===== src/rtl/riscv_muldiv_unit_pkg.sv =====
// riscv_muldiv_unit_pkg
//   Shared definitions for the M-extension multiply/divide unit:
//   default XLEN, RV M-ext funct3 codes, FSM state encodings and
//   small funct3 decode helpers.
package riscv_muldiv_unit_pkg;

  localparam int unsigned MULDIV_XLEN = 32;

  // RV M-extension funct3 codes
  localparam logic [2:0] F3_MUL    = 3'b000;
  localparam logic [2:0] F3_MULH   = 3'b001;
  localparam logic [2:0] F3_MULHSU = 3'b010;
  localparam logic [2:0] F3_MULHU  = 3'b011;
  localparam logic [2:0] F3_DIV    = 3'b100;
  localparam logic [2:0] F3_DIVU   = 3'b101;
  localparam logic [2:0] F3_REM    = 3'b110;
  localparam logic [2:0] F3_REMU   = 3'b111;

  // FSM state encodings
  localparam logic [1:0] ST_IDLE = 2'd0;
  localparam logic [1:0] ST_CALC = 2'd1;
  localparam logic [1:0] ST_FIX  = 2'd2;
  localparam logic [1:0] ST_DONE = 2'd3;

  function automatic logic f3_is_div(input logic [2:0] f3);
    return f3[2];
  endfunction

  function automatic logic f3_is_rem(input logic [2:0] f3);
    return f3[2] & f3[1];
  endfunction

  // rs1 is treated as signed for MULH, MULHSU, DIV, REM
  function automatic logic f3_a_signed(input logic [2:0] f3);
    return (f3 == F3_MULH) || (f3 == F3_MULHSU) || (f3 == F3_DIV) || (f3 == F3_REM);
  endfunction

  // rs2 is treated as signed for MULH, DIV, REM
  function automatic logic f3_b_signed(input logic [2:0] f3);
    return (f3 == F3_MULH) || (f3 == F3_DIV) || (f3 == F3_REM);
  endfunction

endpackage


===== src/rtl/muldiv_div_step.sv =====
// muldiv_div_step
//   One combinational restoring-divide iteration on magnitudes.
// Ports
//   rem_in        in   XLEN  partial remainder (always < divisor)
//   dividend_bit  in   1     next dividend bit shifted into the remainder
//   divisor       in   XLEN  divisor magnitude
//   rem_out       out  XLEN  updated partial remainder
//   q_bit         out  1     quotient bit produced by this iteration
module muldiv_div_step #(
  parameter int unsigned XLEN = 32
) (
  input  logic [XLEN-1:0] rem_in,
  input  logic            dividend_bit,
  input  logic [XLEN-1:0] divisor,
  output logic [XLEN-1:0] rem_out,
  output logic            q_bit
);

  logic [XLEN:0] w_shifted;
  logic [XLEN:0] w_diff;

  assign w_shifted = {rem_in, dividend_bit};
  assign w_diff    = w_shifted - {1'b0, divisor};
  // rem_in < divisor bounds the shifted value below 2*divisor, so the top bit
  // of the difference is a reliable borrow flag.
  assign q_bit     = ~w_diff[XLEN];
  assign rem_out   = q_bit ? w_diff[XLEN-1:0] : w_shifted[XLEN-1:0];

endmodule


===== src/rtl/riscv_muldiv_unit.sv =====
// riscv_muldiv_unit
//   Multi-cycle RV32M/RV64M multiply/divide unit beside the ALU.
//   Shift-add multiplier and restoring divider working on operand
//   magnitudes, with sign correction applied in a final FIX cycle.
//   Optional macro MULDIV_FAST_MUL_EN: multiplies use one combinational
//   (XLEN+1)x(XLEN+1) signed multiplier instead of iterating.
// Ports
//   clk, rst                  clock, async active-low reset
//   start_valid/start_ready   op request handshake
//   funct3, op_a, op_b        M-ext op and rs1/rs2 values
//   kill                      synchronous flush of the in-flight op
//   result_valid/result_ready result handshake
//   result                    result value
//   busy                      unit not idle
module riscv_muldiv_unit
  import riscv_muldiv_unit_pkg::*;
#(
  parameter int unsigned XLEN = MULDIV_XLEN
) (
  input  logic            clk,
  input  logic            rst,
  input  logic            start_valid,
  output logic            start_ready,
  input  logic [2:0]      funct3,
  input  logic [XLEN-1:0] op_a,
  input  logic [XLEN-1:0] op_b,
  input  logic            kill,
  output logic            result_valid,
  input  logic            result_ready,
  output logic [XLEN-1:0] result,
  output logic            busy
);

  localparam int unsigned     CNT_W      = $clog2(XLEN) + 1;
  localparam logic [XLEN-1:0] SIGNED_MIN = {1'b1, {(XLEN-1){1'b0}}};

  logic [1:0]        r_state;
  logic [CNT_W-1:0]  r_cnt;
  logic [2:0]        r_f3;
  logic              r_neg_main;
  logic              r_neg_rem;
  logic              r_spec;
  logic [XLEN-1:0]   r_opnd;
  logic [2*XLEN-1:0] r_acc;
  logic [XLEN-1:0]   r_result;

  logic              w_accept;
  logic              w_is_div;
  logic              w_sa;
  logic              w_sb;
  logic              w_div_zero;
  logic              w_div_ovf;
  logic [XLEN-1:0]   w_amag;
  logic [XLEN-1:0]   w_bmag;
  logic [XLEN-1:0]   w_spec_res;
  logic [XLEN-1:0]   w_rem_step;
  logic              w_qbit;
  logic [2*XLEN-1:0] w_acc_next;
  logic [2*XLEN-1:0] w_prod_fix;
  logic [XLEN-1:0]   w_quo_fix;
  logic [XLEN-1:0]   w_rem_fix;
  logic [XLEN-1:0]   w_fix_res;

  assign start_ready  = (r_state == ST_IDLE) && !kill;
  assign result_valid = (r_state == ST_DONE);
  assign result       = r_result;
  assign busy         = (r_state != ST_IDLE);

  // Operand decode at accept
  assign w_accept   = start_valid && start_ready;
  assign w_is_div   = f3_is_div(funct3);
  assign w_sa       = f3_a_signed(funct3) && op_a[XLEN-1];
  assign w_sb       = f3_b_signed(funct3) && op_b[XLEN-1];
  assign w_amag     = w_sa ? -op_a : op_a;
  assign w_bmag     = w_sb ? -op_b : op_b;
  assign w_div_zero = w_is_div && (op_b == '0);
  assign w_div_ovf  = w_is_div && f3_b_signed(funct3) && (op_a == SIGNED_MIN) && (op_b == '1);
  assign w_spec_res = w_div_zero ? (f3_is_rem(funct3) ? op_a : '1)
                                 : (f3_is_rem(funct3) ? '0 : op_a);

  // r_acc: multiply = {partial product high, multiplier/product low};
  //        divide   = {remainder, dividend/quotient}
  muldiv_div_step #(.XLEN(XLEN)) u_div_step (
    .rem_in       (r_acc[2*XLEN-1:XLEN]),
    .dividend_bit (r_acc[XLEN-1]),
    .divisor      (r_opnd),
    .rem_out      (w_rem_step),
    .q_bit        (w_qbit)
  );

`ifdef MULDIV_FAST_MUL_EN
  logic [2*XLEN-1:0] w_fast_prod;
  assign w_fast_prod = (2*XLEN)'($signed({1'b0, r_opnd}) * $signed({1'b0, r_acc[XLEN-1:0]}));
  assign w_acc_next  = f3_is_div(r_f3) ? {w_rem_step, r_acc[XLEN-2:0], w_qbit} : w_fast_prod;
`else
  logic [XLEN:0] w_mul_sum;
  assign w_mul_sum  = {1'b0, r_acc[2*XLEN-1:XLEN]} + (r_acc[0] ? {1'b0, r_opnd} : '0);
  assign w_acc_next = f3_is_div(r_f3) ? {w_rem_step, r_acc[XLEN-2:0], w_qbit}
                                      : {w_mul_sum, r_acc[XLEN-1:1]};
`endif

  // Sign correction and result selection
  assign w_prod_fix = r_neg_main ? -r_acc : r_acc;
  assign w_quo_fix  = r_neg_main ? -r_acc[XLEN-1:0] : r_acc[XLEN-1:0];
  assign w_rem_fix  = r_neg_rem  ? -r_acc[2*XLEN-1:XLEN] : r_acc[2*XLEN-1:XLEN];

  always_comb begin
    w_fix_res = w_rem_fix;
    case (r_f3)
      F3_MUL:                       w_fix_res = w_prod_fix[XLEN-1:0];
      F3_MULH, F3_MULHSU, F3_MULHU: w_fix_res = w_prod_fix[2*XLEN-1:XLEN];
      F3_DIV, F3_DIVU:              w_fix_res = w_quo_fix;
      F3_REM, F3_REMU:              w_fix_res = w_rem_fix;
      default:                      w_fix_res = w_rem_fix;
    endcase
  end

  always_ff @(posedge clk or negedge rst) begin
    if (!rst) begin
      r_state    <= ST_IDLE;
      r_cnt      <= '0;
      r_f3       <= '0;
      r_neg_main <= 1'b0;
      r_neg_rem  <= 1'b0;
      r_spec     <= 1'b0;
      r_opnd     <= '0;
      r_acc      <= '0;
      r_result   <= '0;
    end else if (kill) begin
      r_state  <= ST_IDLE;
      r_cnt    <= '0;
      r_result <= '0;
    end else begin
      case (r_state)
        ST_IDLE: begin
          if (w_accept) begin
            r_f3       <= funct3;
            r_neg_main <= w_sa ^ w_sb;
            r_neg_rem  <= w_sa;
            r_acc      <= {{XLEN{1'b0}}, (w_is_div ? w_amag : w_bmag)};
            r_opnd     <= w_is_div ? w_bmag : w_amag;
            r_spec     <= w_div_zero || w_div_ovf;
            // Special divides skip CALC; FIX only forwards the preset result,
            // which keeps their valid one edge after accept.
            if (w_div_zero || w_div_ovf) begin
              r_result <= w_spec_res;
              r_state  <= ST_FIX;
            end else begin
              r_state <= ST_CALC;
`ifdef MULDIV_FAST_MUL_EN
              // One CALC cycle registers the full product from latched operands
              r_cnt   <= w_is_div ? CNT_W'(XLEN-1) : '0;
`else
              r_cnt   <= CNT_W'(XLEN-1);
`endif
            end
          end
        end
        ST_CALC: begin
          r_acc <= w_acc_next;
          if (r_cnt == '0) r_state <= ST_FIX;
          else             r_cnt   <= r_cnt - 1'b1;
        end
        ST_FIX: begin
          if (!r_spec) r_result <= w_fix_res;
          r_state <= ST_DONE;
        end
        ST_DONE: begin
          if (result_ready) r_state <= ST_IDLE;
        end
        default: r_state <= ST_IDLE;
      endcase
    end
  end

endmodule


===== config.mk =====
export PLATFORM = sky130hd
export DESIGN_NAME = riscv_muldiv_unit
export DESIGN_NICKNAME = d
export VERILOG_FILES = /design/src/rtl/riscv_muldiv_unit_pkg.sv /design/src/rtl/muldiv_div_step.sv /design/src/rtl/riscv_muldiv_unit.sv
export SDC_FILE = /design/constraint.sdc
export NUM_CORES = 1
export LEC_CHECK = 0
export CORE_ASPECT_RATIO = 0.5
export CORE_MARGIN = 2
export CORE_UTILIZATION = 61
export DETAILED_ROUTE_END_ITERATION = 8
export HOLD_SLACK_MARGIN = 0.06
export PLACE_DENSITY = 0.9
export SLEW_MARGIN = 20
export SYNTH_ARGS = -nofsm -noshare
export SYNTH_HDL_FRONTEND = slang
export SYNTH_SLANG_ARGS = --single-unit

===== constraint.sdc =====
create_clock -name clk -period 3.96 [get_ports clk]
set_input_delay 0.396 -clock clk [delete_from_list [all_inputs] [get_ports clk]]
set_output_delay 0.396 -clock clk [all_outputs]
set_load 0.01 [all_outputs]

Word-level counts from Yosys, hierarchy flattened:

Cells that the tools add are included.

* register bits after elaboration: 142
* output and inout bits: 35
* logic and storage cells: 108

* add/sub/neg operators: 8
* equality and inequality tests: 24
* multiplexer cells: 32
* bitwise gates (word level): 4
* reductions and logical operators: 31

Operators with widths (count)
* two-way mux 32 bit: 15
* two-way mux 64 bit: 3
* negation 32 bit: 4
* case mux 32 bit (4 select lines): 1
* case mux 64 bit (2 select lines): 1
* == test 32 bit, second input constant: 2
* negation 64 bit: 1
* case mux 32 bit (2 select lines): 1
* adder 32 x 32 -> 33 bit: 1
* subtractor 33 x 32 -> 33 bit: 1
* logical NOT 32 bit: 1
* two-way mux 6 bit: 4
* == test 3 bit, second input constant: 6
* inequality test 3 bit, second input constant: 5
* case mux 6 bit (2 select lines): 1
* two-way mux 2 bit: 5
* == test 3 x 2 -> 1 bit, second input constant: 3
* AND reduction 3 bit: 3
* logical AND 1 bit: 8
* case mux 2 bit (4 select lines): 1
* AND reduction 4 bit: 2
* == test 3 x 1 -> 1 bit, second input constant: 2
* logical NOT 6 bit: 1
* logical OR 1 bit: 6
* other kinds (15): 21

Longest topological paths before layout:

* depth in word-level cells: 11
* depth in mapped cells: 15
* gate-level depth less buffers: 14

Cells and area by module:

Synthesis repeated with hierarchy kept, for this count alone.

* cells, all modules: 2085
* area, all modules: 16044.1 µm²

By module, submodules not included
* riscv_muldiv_unit: instances 1, cells an instance 1780, area each 13685.6 µm², seq. area each 3553.4 µm²
* muldiv_div_step: instances 1, cells an instance 305, area each 2358.5 µm², seq. area each 0.0 µm²

Least setup slack after synthesis:

Ideal clock, no wire load.

* kind: flip-flop to flip-flop
* from: reg r_acc[12]
* to: reg r_result[25], in the netlist result[25]
* library setup time: 0.078 ns
* arrival: 3.396 ns
* required time: 3.882 ns
* path slack: 0.486 ns
* stages on the path, launching flop included: 12
* period minus slack after synthesis: 3.474 ns
* cell sequence: dfrtp_1 -> or3_4 -> or3_4 -> or4_4 -> or3_1 -> buf_2 -> or3_4 -> o21ai_2 -> xnor2_1 -> a21oi_1 -> or3_1 -> a21oi_1

* word-level cells in the longest chain between the ends: 6
* elaborated cells on any way between the ends: 8
* those cells by class: 2 x add/sub; 6 x mux

Ends and longest elaborated chain
* from (decl): RTL line riscv_muldiv_unit.sv:44 `logic [2*XLEN-1:0] r_acc;`
* from (signal assigned): RTL line riscv_muldiv_unit.sv:140 `r_acc <= {{XLEN{1'b0}}, (w_is_div ? w_amag : w_bmag)};`
* from (signal assigned): RTL line riscv_muldiv_unit.sv:160 `r_acc <= w_acc_next;`
* negation 64 bit or negation 32 bit (tied branches): RTL line riscv_muldiv_unit.sv:103, riscv_muldiv_unit.sv:104
* two-way mux 64 bit or two-way mux 32 bit (tied branches): RTL line riscv_muldiv_unit.sv:103, riscv_muldiv_unit.sv:104
* case mux 32 bit (4 select lines) (*): RTL line riscv_muldiv_unit.sv:109 `case (r_f3)`
* two-way mux 32 bit (*): RTL line riscv_muldiv_unit.sv:165 `if (!r_spec) r_result <= w_fix_res;`
* case mux 32 bit (2 select lines) (*): RTL line riscv_muldiv_unit.sv:134 `case (r_state)`
* two-way mux 32 bit (*): RTL line riscv_muldiv_unit.sv:129 `end else if (kill) begin`
* to (signal assigned): RTL line riscv_muldiv_unit.sv:146 `r_result <= w_spec_res;`
* to (signal assigned): RTL line riscv_muldiv_unit.sv:165
* to (decl): RTL line riscv_muldiv_unit.sv:45 `logic [XLEN-1:0] r_result;`

Mark *: on every way between the ends. The rest lies on a longest branch, timed or not. The select of a mux whose other input is x is not followed.
A chain may end at the register's enable or synchronous reset.

Worst setup path after layout:

* from: reg r_opnd[0]
* to: reg r_acc[52]

* word-level cells in the longest chain between the ends: 4
* elaborated cells on any way between the ends: 6
* those cells by class: 2 x add/sub; 4 x mux

Ends and longest elaborated chain
* from (decl): RTL line riscv_muldiv_unit.sv:43 `logic [XLEN-1:0] r_opnd;`
* from (signal assigned): RTL line riscv_muldiv_unit.sv:141 `r_opnd <= w_is_div ? w_bmag : w_amag;`
* subtractor 33 x 32 -> 33 bit or two-way mux 32 bit (tied branches): RTL line muldiv_div_step.sv:23, riscv_muldiv_unit.sv:97
* two-way mux 32 bit or adder 32 x 32 -> 33 bit (tied branches): RTL line muldiv_div_step.sv:27, riscv_muldiv_unit.sv:97
* two-way mux 64 bit (*): RTL line riscv_muldiv_unit.sv:98 `assign w_acc_next = f3_is_div(r_f3) ? {w_rem_step, r_acc[XLEN-2:0], w_qbit}`
* case mux 64 bit (2 select lines) (*): RTL line riscv_muldiv_unit.sv:134

Mark *: on every way between the ends. The rest lies on a longest branch, timed or not.

==> results.toml <==
[clock_network]
worstSkewPairLatency_ps = 450
cts.sinks = 142
clk_pin_slew_ps = 60
cts-buffers-inserted = 17
cts_tree = "yes"
clock_tree.root_cell = "clkbuf_16"
hold_buffers = 0
htreeDepth = 4
clockBufferDepth = 2

[sta]
worstMarginPinSlew_ps = 1010
rsz0062_at_grt = "no"
setup_viol = 0
fmax_mhz = 264
slew_viol_final = 0
hold_ws_ps = 69.7
fin_worst_skew_ps = 10.7
fin_crit_sh_pct = 95.8
hold_viol_final = 0
relSlewSlack_pct = 32.6
fin_setup_tns_ps = 0
post-route-min-period_ps = 3790

[global_route]
grt_max_degree = 100
antenna_found_initial = 4
grt_pass1_wl_mm = 89.3
grt_pass1_vias = 15100
grt_usage_pct = 45.4
overflow = 0

[floorplan]
die-area_sq_um = 26100
start_util_pct = 62.5
ios = 107
core-area_sq_um = 24200
fp.dieW_um = 227
die_height_um = 115
row_count = 40

[synthesis]
syn_inst = 2057
ys_seq_elements = 142
seq_area_frac_synth_pct = 23.5
syn_area_per_cell_sq_um = 7.35
synth_top_area_share_pct = 23.5
netlist_area_sq_um = 15100
async_flop_share_pct = 100
syn-num-nets = 2206
synth_cell_types = 71
synth_flop_cell = "dfrtp_1"
ys_warn_count = 0
synth_top_cell_by_area = "dfrtp_1"
yosysMostFrequentCell = "nand2_1"
synthTopCellsByCount = "nand2_1, a21oi_1, nor2_1, o21ai_0, dfrtp_1"
synth_edf_count = 0
synth_area_leaders = "dfrtp_1, a21oi_1, o21ai_0, ha_1, nand2_1"

[finish]
multiInputGateArea_sq_um = 10800
fillCellCount = 1946
register_area_sq_um = 3560
area_delta_synth_final_pct = 14.9
design_area_sq_um = 17400
num-nets-final = 2287
layout-drive-gt1-share_pct = 8.56

[power]
sw_frac_of_total_pct = 54.0
clockPowerShare_pct = 9.9
p_leak_nw = 7.28
pwr-share-comb_pct = 71.5
vdd_ir_drop_max_uv = 642
seq_power_share_pct = 18.6
cell_internal_pwr_mw = 7.61
switchingPower_mw = 8.94
p_per_area_nw_per_um2 = 953

[drt]
routedWlPerCell_um = 23.5
dr.pass1.iters = 7
wl_mm = 58.4
routed_via_density = 6.80
top_layer = "met5"
dr_wl_met2_mm = 23.2
dr_wl_met3_mm = 9.29
first_iter_violations = 2831
vias = 16900
wl_met1_mm = 24.1
ant_nets = 0
drc = 0

[critical_path]
arrival_ps = 4140
rr_startpoint = "r_opnd[0]"
rr_worst_depth = 13
reg2reg_to = "r_acc[52]"
path_max_fanout = 27
r2r_slack_ps = 170
crit_type = "flop to flop"
critPathLaunchType = "flop"
crit_required_ps = 4310
endpoint_kind = "flop"

[outcome]
status = "finished, final reports clean"

[placed_design]
dp_hpwl_mm = 44.7
numPortBuffers = 106
place_area_sq_um = 16800
place_congestion = 1.06

[hold_path]
min_path_type = "primary input to async pin"

[flow_run]
max_cap_viol_count = 0
[cell families after synthesis]
group                      count (synthesis)  synth area share (%)
DFF                                      142                  23.5
buffers and inverters                    206                  5.20
muxes                                     68                  4.74
AOI/OAI and AO/OA                        725                  29.5
adders and majority gates                 77                  6.48
xor gates and xnor gates                 181                  10.5
and+or+nand+nor                          658                  20.1
[area by class of cell]
cell class | instances | area share, %
multi-input cells | 1709 | 62.2
flip-flops and latches | 142 | 20.5
repair buffers | 193 | 10.0
clock buffers | 21 | 2.65
well taps | 336 | 2.42
inverters | 75 | 1.62
clock inverters | 10 | 0.656
diodes | 1 | 0.0144
[registers in the layout, summed over array words and instances, names as in the netlist]
register / flops
r_cnt: 6
r_spec: 1
r_opnd: 32
result: 32
r_neg_main: 1
r_neg_rem: 1
r_state: 2
r_acc: 64
r_f3: 3
[power by group through the flow]
stage                     Sequential [mW]  Clock [mW]  Combinational, mW
after floorplan                      2.67           0               7.98
after global placement               3.00           0               11.1
after detailed placement             3.02           0               11.3
after CTS                            3.01        1.62               11.4
after global routing                 3.14        1.67               12.7
final                                3.08        1.63               11.8
[placed cells by master, fill, tap and decap left out, types with 17 or more instances in the layout]
master / n
nor2_1: 213
ha_1: 74
o21ai_0: 209
nand4_1: 18
a211oi_1: 40
o221ai_1: 17
or3_1: 18
dfrtp_1: 140
nand3_1: 27
inv_1: 74
xnor2_1: 88
clkbuf_16: 17
o31ai_1: 33
mux2_2: 29
buf_4: 85
mux2i_1: 39
or4_1: 19
nand2_1: 220
xor2_1: 93
a31oi_1: 28
a21o_1: 37
nor3_1: 43
a21oi_1: 216
clkdlybuf4s50_1: 104
[routing by layer]
metal / global-route usage, % / vias to the layer above
met5: 0 / -
met4: 14.3 / 2
met3: 16.5 / 141
met2: 63.8 / 1224
met1: 64.7 / 7920
li1: - / 7623
[critical path: stages, from the launching register on]
cell,delay (ps)
dfrtp_1,410
ha_1,250
fa_1,420
nand2b_1,180
a21oi_1,220
nor4_1,130
o21ai_0,450
o211ai_1,230
a211oi_1,260
nand3b_1,240
buf_12,250
and3_1,250
o21ai_0,110
a311oi_1,280
[through the flow]
| step | std cells | total power, mW | worst slack, ps | util, % |
|---|---|---|---|---|
| 3_5_place_dp | 2455 | 14.3 | 11.3 | 69.4 |
| 2_1_floorplan | 2057 | 10.7 | 486 | - |
| 5_1_grt | 2486 | 17.5 | 7.39 | 71.8 |
| 3_3_place_gp | 2455 | 14.1 | 127 | 69.4 |
| 6_report | 2487 | 16.5 | 166 | 71.8 |
| 4_1_cts | 2486 | 16.0 | 209 | 71.8 |
[worst max-delay path by stage]
stage | startpoint | endpoint | slack [ps]
global placement | op_a[6] | result[28] | 130
CTS | r_acc[12] | result[25] | 210
floorplan | r_acc[12] | result[25] | 490
global route | r_acc[0] | r_acc[62] | 7
finish | r_opnd[0] | r_acc[52] | 170
detailed placement | op_a[6] | result[25] | 10
[what timing repair did]
item / 4_1_cts / 5_1_grt
setup buffers: 0 / 0
resized for setup: 0 / 3
hold endpoints to repair: 0 / 0
setup endpoints to repair: 0 / 2
No activity file was read; power rests on OpenSTA's default activity.
